<file path="config.mk">
export PLATFORM = sky130hd
export DESIGN_NAME = unsigned_trunc_mult_pipe_flat
export DESIGN_NICKNAME = d
export VERILOG_FILES = /design/src/rtl/unsigned_trunc_mult_pipe_if.sv /design/src/rtl/unsigned_trunc_mult_pipe.sv /design/src/flat_wrapper.sv
export SDC_FILE = /design/constraint.sdc
export NUM_CORES = 1
export LEC_CHECK = 0
export ABC_AREA = 1
export BUFFER_PORTS_ARGS = -buffer_cell sky130_fd_sc_hd__buf_2
export CORE_ASPECT_RATIO = 2
export CORE_MARGIN = 3
export CORE_UTILIZATION = 40
export CTS_BUF_LIST = sky130_fd_sc_hd__clkbuf_8 sky130_fd_sc_hd__clkbuf_16
export DETAILED_ROUTE_END_ITERATION = 7
export SYNTH_ARGS = -nofsm -noshare
export SYNTH_HDL_FRONTEND = slang
export SYNTH_SLANG_ARGS = --single-unit
</file>
<file path="constraint.sdc">
create_clock -name clk -period 4.5 [get_ports clk]
set_input_delay 0.45 -clock clk [delete_from_list [all_inputs] [get_ports clk]]
set_output_delay 0.45 -clock clk [all_outputs]
set_load 0.05 [all_outputs]
</file>
<file path="src/rtl/unsigned_trunc_mult_pipe_if.sv">
// unsigned_trunc_mult_pipe_if: operand/product valid-ready stream bundle for the truncated multiplier
interface unsigned_trunc_mult_pipe_if #(
   parameter int WIDTH = 8
);
   logic               in_valid;
   logic               in_ready;
   logic [WIDTH-1:0]   x;
   logic [WIDTH-1:0]   y;
   logic               approx;
   logic               out_valid;
   logic               out_ready;
   logic [2*WIDTH-1:0] z;
   logic               z_approx;
   modport master (
      output in_valid, x, y, approx, out_ready,
      input  in_ready, out_valid, z, z_approx
   );
   modport slave (
      input  in_valid, x, y, approx, out_ready,
      output in_ready, out_valid, z, z_approx
   );
endinterface

</file>
<file path="src/rtl/unsigned_trunc_mult_pipe.sv">
// unsigned_trunc_mult_pipe: two-stage exact/truncated unsigned multiplier with approx-beat counter
module unsigned_trunc_mult_pipe #(
   parameter int WIDTH = 8,
   parameter int L     = 4,
   parameter int CNT_W = 16
) (
   input  logic                      clk,
   input  logic                      rst_n,
   unsigned_trunc_mult_pipe_if.slave bus,
   output logic [CNT_W-1:0]          approx_cnt
);
   localparam int WW = 2 * WIDTH;
   logic             s1_valid;
   logic             s1_approx;
   logic [WIDTH-1:0] s1_x;
   logic [WIDTH-1:0] s1_y;
   logic             s2_adv;
   logic             accept;
   logic [WW-1:0]    p_exact;
   logic [WW-1:0]    p_trunc;
   logic [WW-1:0]    comp;
   logic [WW-1:0]    z_next;
   assign s2_adv       = !bus.out_valid || bus.out_ready;
   assign bus.in_ready = !s1_valid || s2_adv;
   assign accept       = bus.in_valid && bus.in_ready;
   // S1 captures operands whenever it is empty or its content moves into S2
   always_ff @(posedge clk) begin
      if (!rst_n) begin
         s1_valid  <= 1'b0;
         s1_approx <= 1'b0;
         s1_x      <= '0;
         s1_y      <= '0;
      end else if (bus.in_ready) begin
         s1_valid <= bus.in_valid;
         if (accept) begin
            s1_x      <= bus.x;
            s1_y      <= bus.y;
            s1_approx <= bus.approx;
         end
      end
   end
   // product of the S1 operands: exact, or high-part product plus OR-compressed dropped columns
   always_comb begin
      p_exact = WW'(s1_x) * WW'(s1_y);
      p_trunc = (WW'(s1_y) * WW'(s1_x[WIDTH-1:L])) << L;
      comp    = '0;
      for (int c = WIDTH; c <= WIDTH + L - 2; c++)
         for (int i = 0; i < L; i++)
            if (c - i >= 0 && c - i <= WIDTH - 1)
               comp[c] = comp[c] | (s1_x[i] & s1_y[c-i]);
      z_next = s1_approx ? p_trunc + comp : p_exact;
   end
   // S2 holds the registered result and stays frozen while downstream stalls
   always_ff @(posedge clk) begin
      if (!rst_n) begin
         bus.out_valid <= 1'b0;
         bus.z         <= '0;
         bus.z_approx  <= 1'b0;
      end else if (s2_adv) begin
         bus.out_valid <= s1_valid;
         if (s1_valid) begin
            bus.z        <= z_next;
            bus.z_approx <= s1_approx;
         end
      end
   end
   // saturating count of accepted approximate beats
   always_ff @(posedge clk) begin
      if (!rst_n)
         approx_cnt <= '0;
      else if (accept && bus.approx && !(&approx_cnt))
         approx_cnt <= approx_cnt + CNT_W'(1);
   end
endmodule

</file>
<file path="src/flat_wrapper.sv">
// flat-port wrapper written by rule: the top's interface ports become plain ports
module unsigned_trunc_mult_pipe_flat 
#(
   parameter int WIDTH = 8,
   parameter int L     = 4,
   parameter int CNT_W = 16
)
  (clk, rst_n, approx_cnt, bus_in_valid, bus_x, bus_y, bus_approx, bus_out_ready, bus_in_ready, bus_out_valid, bus_z, bus_z_approx);
  unsigned_trunc_mult_pipe_if #(.WIDTH(WIDTH)) bus_i ();
  input  logic clk;
  input  logic rst_n;
  output logic [CNT_W-1:0] approx_cnt;
  input wire logic [$bits(bus_i.in_valid)-1:0] bus_in_valid;
  input wire logic [$bits(bus_i.x)-1:0] bus_x;
  input wire logic [$bits(bus_i.y)-1:0] bus_y;
  input wire logic [$bits(bus_i.approx)-1:0] bus_approx;
  input wire logic [$bits(bus_i.out_ready)-1:0] bus_out_ready;
  output wire logic [$bits(bus_i.in_ready)-1:0] bus_in_ready;
  output wire logic [$bits(bus_i.out_valid)-1:0] bus_out_valid;
  output wire logic [$bits(bus_i.z)-1:0] bus_z;
  output wire logic [$bits(bus_i.z_approx)-1:0] bus_z_approx;
  assign bus_i.in_valid = bus_in_valid;
  assign bus_i.x = bus_x;
  assign bus_i.y = bus_y;
  assign bus_i.approx = bus_approx;
  assign bus_i.out_ready = bus_out_ready;
  assign bus_in_ready = bus_i.in_ready;
  assign bus_out_valid = bus_i.out_valid;
  assign bus_z = bus_i.z;
  assign bus_z_approx = bus_i.z_approx;
  unsigned_trunc_mult_pipe #(.WIDTH(WIDTH), .L(L), .CNT_W(CNT_W)) u_core (.clk(clk), .rst_n(rst_n), .bus(bus_i), .approx_cnt(approx_cnt));
endmodule
</file>
; Word level (Yosys, flattened, before mapping)
; Index checks and enable logic that the tools add are counted.
; W data, S select, Z words.
[totals]
register_bits = 52
input_bits = 21
[classes]
addsub = 2
n_mul = 2
muxes = 1
bitwise = 9
reduce_logical = 11
[op_table]
columns = op, count
row1 = $add A16 B1 Y16 const B, 1
row2 = $add A16 B11 Y16, 1
row3 = $mul A8 B8 Y16, 1
row4 = $mux W16, 1
row5 = $reduce_and A16 Y1, 1
row6 = $mul A8 B4 Y12, 1
row7 = $and A1 B1 Y1, 6
row8 = $reduce_and A2 Y1, 2
row9 = $logic_and A1 B1 Y1, 3
row10 = $logic_not A1 Y1, 3
row11 = $or A1 B1 Y1, 3
row12 = $logic_or A1 B1 Y1, 2

; Depth between registers and ports, before layout
; Gate-level depths: netlist of run 1.
[logic_depth]
depth_word = 6
ltp_mapped = 24
depth_no_buf = 23

; Least setup slack after synthesis of run 1
; Ideal clock, no wire load.
[synth_timing]
path_type = flip-flop to flip-flop
from = reg u_core.s1_y[4]
to = reg u_core.bus.z[11]
setup_ns = 0.056
t_arrival_ns = 4.057
path_slack_ns = 0.387
path_stages_with_launch = 20
path_buffers = 1
synth_period_minus_slack_ns = 4.113
cell_sequence = dfxtp_1 > clkbuf_1 > nand2_1 > fa_1 > inv_1 > fa_1 > fa_1 > inv_1 > fa_1 > inv_1 > ha_1 > a21oi_1 > o21ai_0 > a21oi_1 > o21ai_0 > nand2_1 > nand2_1 > o21bai_1 > nand2_1 > inv_1
[synth_between]
elab_chain_cells = 3
[synth_lines]
columns = element, line_no
row1 = from (decl), unsigned_trunc_mult_pipe.sv:16  ; logic [WIDTH-1:0] s1_y;
row2 = from (signal assigned), unsigned_trunc_mult_pipe.sv:37  ; s1_y <= bus.y;
row3 = $mul A8 B4 Y12, unsigned_trunc_mult_pipe.sv:45  ; p_trunc = (WW'(s1_y) * WW'(s1_x[WIDTH-1:L])) << L;
row4 = $add A16 B11 Y16, unsigned_trunc_mult_pipe.sv:51  ; z_next = s1_approx ? p_trunc + comp : p_exact;
row5 = $mux W16 (*), unsigned_trunc_mult_pipe.sv:51
row6 = to (signal assigned), unsigned_trunc_mult_pipe.sv:62  ; bus.z <= z_next;
row7 = to (decl), unsigned_trunc_mult_pipe_if.sv:20  ; output in_ready, out_valid, z, z_approx
; Every way passes the cells marked *; elsewhere a longest branch is shown, timed or not.
; A chain may end at the register's enable or synchronous reset.

; Worst setup path in the final report of run 1
[layout_timing]
from = reg u_core.s1_x[1]
to = reg u_core.bus.z[8]
[layout_between]
elab_chain_cells = 5
[layout_lines]
columns = element, line_no
row1 = from (decl), unsigned_trunc_mult_pipe.sv:15  ; logic [WIDTH-1:0] s1_x;
row2 = from (signal assigned), unsigned_trunc_mult_pipe.sv:36  ; s1_x <= bus.x;
row3 = branches (longest 4 deep; another with $mul A8 B8 Y16), --
row4 = $mux W16 (*), unsigned_trunc_mult_pipe.sv:51
; Every way passes the cells marked *.

==> results of run 1 <==
==> cells in the mapped netlist, drive strengths merged <==
master    n
or2       2
nor2     80
nor4      1
o221a     1
a211oi    2
o21bai    4
nand3    42
a21oi    43
a31oi     4
dfxtp    52
nand3b    1
fa       47
clkbuf   24
o21ai    48
nor3     10
o21a      1
nand2   166
clkinv    2
xor2      3
buf       5
nor3b     1
ha       57
nand4     5
o211ai    1
xnor2     4
inv     178
==> timing repair <==
item	4_1_cts	5_1_grt
hold endpoints to repair	0	0
endpoints found under the setup margin	1	8
pin swaps	0	1
gates resized for setup	2	20
setup buffers	0	0
hold buffers	0	0
==> routing by layer <==
layer | share of wire [%] | vias up | track usage, %
met3 | 2.3 | 45 | 1.67
met1 | 32 | 2324 | 19.7
li1 | - | 2485 | -
met5 | 0 | - | 0
met4 | 5.5 | 0 | 10.6
met2 | 60 | 94 | 41.7
==> power by group through the flow <==
stage                     registers [W]  logic (W)  clock network, W
final                          0.000510   0.000420          0.000465
after CTS                      0.000509   0.000419          0.000477
after global placement         0.000519   0.000414                 0
after floorplan                0.000542   0.000268                 0
after detailed placement       0.000519   0.000417                 0
after global routing           0.000514   0.000477          0.000490
==> stage by stage <==
step | hold WS (ps) | cells | cell area (um^2) | util, % | setup TNS, ps
6_report | 402 | 986 | 6240 | 46.1 | 0
5_1_grt | 442 | 986 | 6240 | 46.1 | 0
4_1_cts | 399 | 986 | 6180 | 45.8 | 0
3_5_place_dp | 457 | 978 | 6000 | 44.4 | -45.9
3_3_place_gp | 458 | 978 | 6000 | 44.4 | 0
2_1_floorplan | 588 | 784 | 5550 | - | 0
==> flip-flops by register name, summed over array words and instances, names as in the netlist <==
| name | cells |
|---|---|
| u_core.s1_valid | 1 |
| u_core.bus.z_approx | 1 |
| u_core.approx_cnt | 16 |
| u_core.s1_approx | 1 |
| u_core.bus.z | 16 |
| u_core.s1_y | 8 |
| u_core.bus.out_valid | 1 |
| u_core.s1_x | 8 |
==> cells in the final DEF, fill, tap and decap left out, types with 5 or more instances in the layout <==
cell type,count
clkbuf_16,5
nor2_1,69
buf_4,13
nand3_1,38
a21oi_2,6
nor2_2,7
dfxtp_2,8
nor3_1,6
dfxtp_1,42
nand2_1,155
fa_1,47
inv_1,175
buf_2,55
nand2_2,7
ha_1,56
o21ai_0,44
a21oi_1,37
==> final cells by class <==
cell class | count | area [um^2] | share of cell area [%]
multi-input cells | 523 | 3750 | 60.2
well taps | 155 | 194 | 3.11
clock buffers | 6 | 139 | 2.23
inverters | 180 | 681 | 10.9
flip-flops and latches | 52 | 1060 | 17.0
clock inverters | 2 | 38.8 | 0.622
repair buffers | 68 | 373 | 5.98
==> kinds of logic after synthesis <==
| family | Yosys count | synth area share (%) |
|---|---|---|
| compound gates | 104 | 10.1 |
| xor+xnor | 7 | 1.10 |
| fa+ha+maj | 104 | 29.8 |
| buf+inv | 209 | 14.3 |
| flops | 52 | 18.8 |
| simple gates | 308 | 26.0 |
==> final timing paths <==
check                                      from         endpoint  cells past startpoint
worst min register to register  u_core.bus.z[8]  u_core.bus.z[8]                      2
worst min-delay path                   bus_x[7]   u_core.s1_x[7]                      3
worst max-delay path             u_core.s1_x[1]  u_core.bus.z[8]                     16
worst max register to register   u_core.s1_x[1]  u_core.bus.z[8]                     16
==> tightest hold or removal path: stages <==
cell and delay [ps]:
buf_2 70, o21ai_0 70, nor2_1 70
==> metrics, run 1 <==
die area=~15000 um^2; worst path required time=4730 ps; worst path cell trace=nand2_1 -> fa_1 -> fa_1 -> inv_1 -> fa_1 -> inv_1 -> fa_1 -> inv_1 -> ha_4 -> nand2_1 -> o21ai_2 -> a21oi_2 -> or2_1 -> nand3_1 -> o211ai_1 -> a21oi_1; Final nets=955; PwrDens=224 nW/um^2; Pwr Total=roughly 0.0014 W; DR vias=4948; Max Fclk=~240 MHz; P_sw=0.000487 W; number of global-route vias before repair=between 5000 and 6000; antenna cells=0; routed wire length=15000 um; Reg power frac=a little over a third; Worst-Skew Late Latency=about 300 ps; clock power share=33.3%; Syn. warnings=0; pin count of the biggest net entering global routing=34; power share of the combinational group=between 30% and 40%; cell taking the most area after synthesis=dfxtp_1; Tmin final=4220 ps; final setup fails=0; H-tree lvl count=2; Cell Area, Synth=about 5600 um^2; Lkg Pwr=approximately 3.6 nW; Setup crit end kind=flop; WP buf/inv=3; Syn-to-layout area delta=12.4%; relative slew slack=51.4%; Antenna Violating Nets Remaining=0; status=completed; worst slew pin tran=between 700 and 800 ps; root buffer cell=clkbuf_16; critical path's slowest cell=fa_1; Max-Cap Viols=0; Max IR drop VDD=0.000204 V; Clock Skews=8.22 ps; Residual DRC=0; critical path arrival=about 4500 ps; Detailed Place HPWL=approximately 13000 um; path category of the worst min-delay check=in -> reg; port bufs=between 50 and 60; main area contributors after synthesis=dfxtp_1 (19%), fa_1 (17%), ha_1 (13%), inv_1 (12%), nand2_1 (11%); max-slew violations=0; Die Wd=slightly below 90 um; total CTS buffers=5; CP most frequent cell=fa_1; Worst-path clk slew=approximately 80 ps; fraction of layout cells with a size suffix above 1=15.8%; WL/cell=around 15 um; unrepaired setup endpoints after global routing=no; DRT iter0 DRCs=between 200 and 250; Top-Level Pins=56; antenna violations before repair=0; Int Pwr=0.000907 W; Crit path largest cell delay=560 ps; gpl congestion=0.953; pre-CTS setup slack=-45.9 ps; CTS tree=yes; FF-to-FF setup slack=between 200 and 300 ps; Post-Synthesis Cells=784; Yosys reg bits=52; period utilisation layout=between 90% and 100%; die height=between 150 and 200 um; crit path launch type=flop; first-pass GRT wire length=~25000 um; Yosys top cell area share=18.8%; CTS Buffer Depth=2; switching share of power=a little over a third; post-synthesis sequential area ratio=18.8%; Core Region=about 14000 um^2; Fillers=1462; crit path kind=reg -> reg; endpoints failing hold=0; Crit path max-delay family=adder cells; worst setup margin=roughly 280 ps; Num Clock Sinks=52; GRT Total Usage=20.9%; syn_nets=between 900 and 1000; drt pass-1 iters=4; syn avg cell area=about 7 um^2; CP Max Fanout=9; standard-cell row count=60; gr ovfl total=0; Initial Util=41.1%; Via density=between 5 and 6; Unique masters post-synth=42
Note: power is estimated with default switching activity, not from simulation.
==> run 2: changes to the inputs <==
--- a/config.mk
+++ b/config.mk
@@ -12,6 +12,7 @@
 export CORE_UTILIZATION = 40
 export CTS_BUF_LIST = sky130_fd_sc_hd__clkbuf_8 sky130_fd_sc_hd__clkbuf_16
 export DETAILED_ROUTE_END_ITERATION = 7
+export PLACE_DENSITY = 0.64
 export SYNTH_ARGS = -nofsm -noshare
 export SYNTH_HDL_FRONTEND = slang
 export SYNTH_SLANG_ARGS = --single-unit
==> run 2 against run 1 <==
Net effect:
- non-clock buffer count shrank 3
- design area did not move
- worst setup slack got worse by 19 ps
- first-iteration DRC count is 26% lower
- cell count down 0.30%
- utilization is the same
- combinational power decreased by 3%
- total power grew 6.1%
- critical path depth is the same
- die area stayed put
- via count rose by 0.24%
- clock-buffer cell count decreased by 1
- critical path type unchanged
- critical endpoint unchanged
- largest power group is now the clock network
==> metrics, run 2 (synthesis gave the netlist of run 1 again) <==
commonest non-fill, non-tap cell in the layout=inv_1; Placed Instances=975 (-0.31%); pre-CTS setup slack=80.2 ps (+126 ps); Worst-Skew Late Latency=300 ps (about the same); antenna violations before repair=0 (unchanged); total CTS buffers=5 (unchanged); final std cells w/o fill=983 (-0.30%); Setup crit end kind=flop; fraction of layout cells with a size suffix above 1=15.3% (-0.43 points); power share of the combinational group=27.6% (-2.5 points); Largest regs=u_core.approx_cnt: 16 flops, u_core.bus.z: 16 flops; CTS tree=yes; switching share of power=32.5% (-2.4 points); Crit path max-delay family=adder cells; Reg power frac=34.7% (-1.9 points); status=completed; Crit path largest cell delay=560 ps (about the same); antenna cells=0 (unchanged); Syn-to-layout area delta=12.4% (unchanged); GRT Total Usage=20.9% (-0.024 points); Final Cell Area=6240 um^2 (unchanged); Via density=5.05 (+0.55%); die height=173 um (unchanged); unrepaired setup endpoints after global routing=no; commonest cells after routing, fill and taps aside=inv_1 (175), nand2_1 (155), nor2_1 (70); Worst-path clk slew=70 ps (about the same); standard-cell row count=60 (unchanged); Tmin final=4240 ps (+18.8 ps); Clock Skews=7.85 ps (-0.367 ps); path category of the worst min-delay check=in -> reg; Initial Util=41.1% (unchanged); Antenna Violating Nets Remaining=0 (unchanged); CP Max Fanout=9 (unchanged); Placement Cell Area=5980 um^2 (-0.38%); Num Clock Sinks=52 (unchanged); drt pass-1 iters=4 (unchanged); endpoints failing hold=0 (unchanged); Lkg Pwr=3.62 nW (about the same); area of the multi-input gates=3740 um^2 (-0.43%); root buffer cell=clkbuf_16; WP buf/inv=3 (unchanged); Setup TNS=0 ps (unchanged); worst setup margin=262 ps (-18.8 ps); final setup fails=0 (unchanged); WL/cell=15.1 um (-0.97%); max-slew violations=0 (unchanged); first-pass GRT wire length=24800 um (-0.80%); relative slew slack=51.1% (-0.32 points); P_sw=0.000481 W (-1.3%); Die Wd=89.3 um (unchanged); CTS Buffer Depth=2 (unchanged); Detailed Place HPWL=12600 um (-0.93%); Max Fclk=236 MHz (-0.44%); crit path launch type=flop; DRT iter0 DRCs=156 (-26%); Final nets=952 (-0.31%); routed wire length=14800 um (-1.3%); Top-Level Pins=56 (unchanged); DR vias=4960 (+0.24%); Residual DRC=0 (unchanged); worst slew pin tran=733 ps (+4.85 ps); CP most frequent cell=fa_1; Max-Cap Viols=0 (unchanged); critical path's slowest cell=fa_1; clock power share=37.6% (+4.3 points); worst path cell trace=nand2_1 -> fa_1 -> fa_1 -> inv_1 -> fa_1 -> inv_1 -> fa_1 -> inv_1 -> ha_1 -> nand2_1 -> o21ai_1 -> a21oi_2 -> or2_1 -> nand3_1 -> o211ai_1 -> a21oi_1; Fillers=1394 (-4.7%); Int Pwr=0.000998 W (+10%); Max IR drop VDD=0.000243 V (+19%); period utilisation layout=94.2% (+0.42 points); H-tree lvl count=2 (unchanged); critical path arrival=4460 ps (about the same); worst path required time=4730 ps (about the same); Core Region=13500 um^2 (unchanged); gpl congestion=0.927 (-2.7%); port bufs=55 (unchanged); gr ovfl total=0 (unchanged); crit path kind=reg -> reg; pin count of the biggest net entering global routing=34 (unchanged); Register Area=1060 um^2 (+0.12%); PwrDens=237 nW/um^2 (+6.1%); number of global-route vias before repair=5206 (-1.3%); die area=15400 um^2 (unchanged)
==> run 2: repair_timing <==
item	CTS	global route
endpoints found under the setup margin	0	8
setup buffers	0	0
hold buffers	0	0
resized for setup	0	22
==> run 2: power groups by stage <==
stage | Clock (W) | Sequential (W) | Combinational, W
CTS | 0.000568 | 0.000512 | 0.000413
global route | 0.000578 | 0.000517 | 0.000468
floorplan | 0 | 0.000542 | 0.000268
global placement | 0 | 0.000522 | 0.000408
finish | 0.000556 | 0.000514 | 0.000409
detailed placement | 0 | 0.000522 | 0.000411
==> run 2: worst reg2reg max path, cell delays in order, from the launching register on <==
cell,delay [ps]
dfxtp_2,420
nand2_1,100
fa_1,560
fa_1,550
inv_1,50
fa_1,520
inv_1,50
fa_1,530
inv_1,40
ha_1,350
nand2_1,120
o21ai_1,230
a21oi_2,70
or2_1,220
nand3_1,80
o211ai_1,120
a21oi_1,150
==> run 2: metrics by stage <==
| step | utilization [%] | total power (W) | hold WS [ps] |
|---|---|---|---|
| 2_1_floorplan | - | 0.000810 | 588 |
| 3_3_place_gp | 44.3 | 0.000930 | 454 |
| 3_5_place_dp | 44.3 | 0.000933 | 458 |
| 4_1_cts | 45.9 | 0.00149 | 398 |
| 5_1_grt | 46.1 | 0.00156 | 422 |
| 6_report | 46.1 | 0.00148 | 402 |
==> run 2: final cells by class <==
type                    instances  area share (%)
clock buffers                   5            2.01
clock inverters                 3            1.44
inverters                     180            10.9
multi-input cells             523            59.9
flip-flops and latches         52            17.0
well taps                     155            3.11
repair buffers                 65            5.62
==> run 2: path summary, 6_finish.rpt <==
| path | start | to | slack [ps] | cells past startpoint |
|---|---|---|---|---|
| max | u_core.s1_y[7] | u_core.bus.z[8] | 260 | 16 |
| max reg2reg | u_core.s1_y[7] | u_core.bus.z[8] | 260 | 16 |
| min | bus_y[0] | u_core.s1_y[0] | 400 | 3 |
| min reg2reg | u_core.bus.z[3] | u_core.bus.z[3] | 470 | 2 |
==> run 2: routing by layer <==
layer | GRT usage, % | vias to the layer above | wire length (um)
met2 | 40.8 | 103 | 8800
met1 | 19.3 | 2330 | 4740
li1 | - | 2475 | -
met5 | 0 | - | 0
met4 | 12.9 | 0 | 999
met3 | 1.72 | 52 | 303
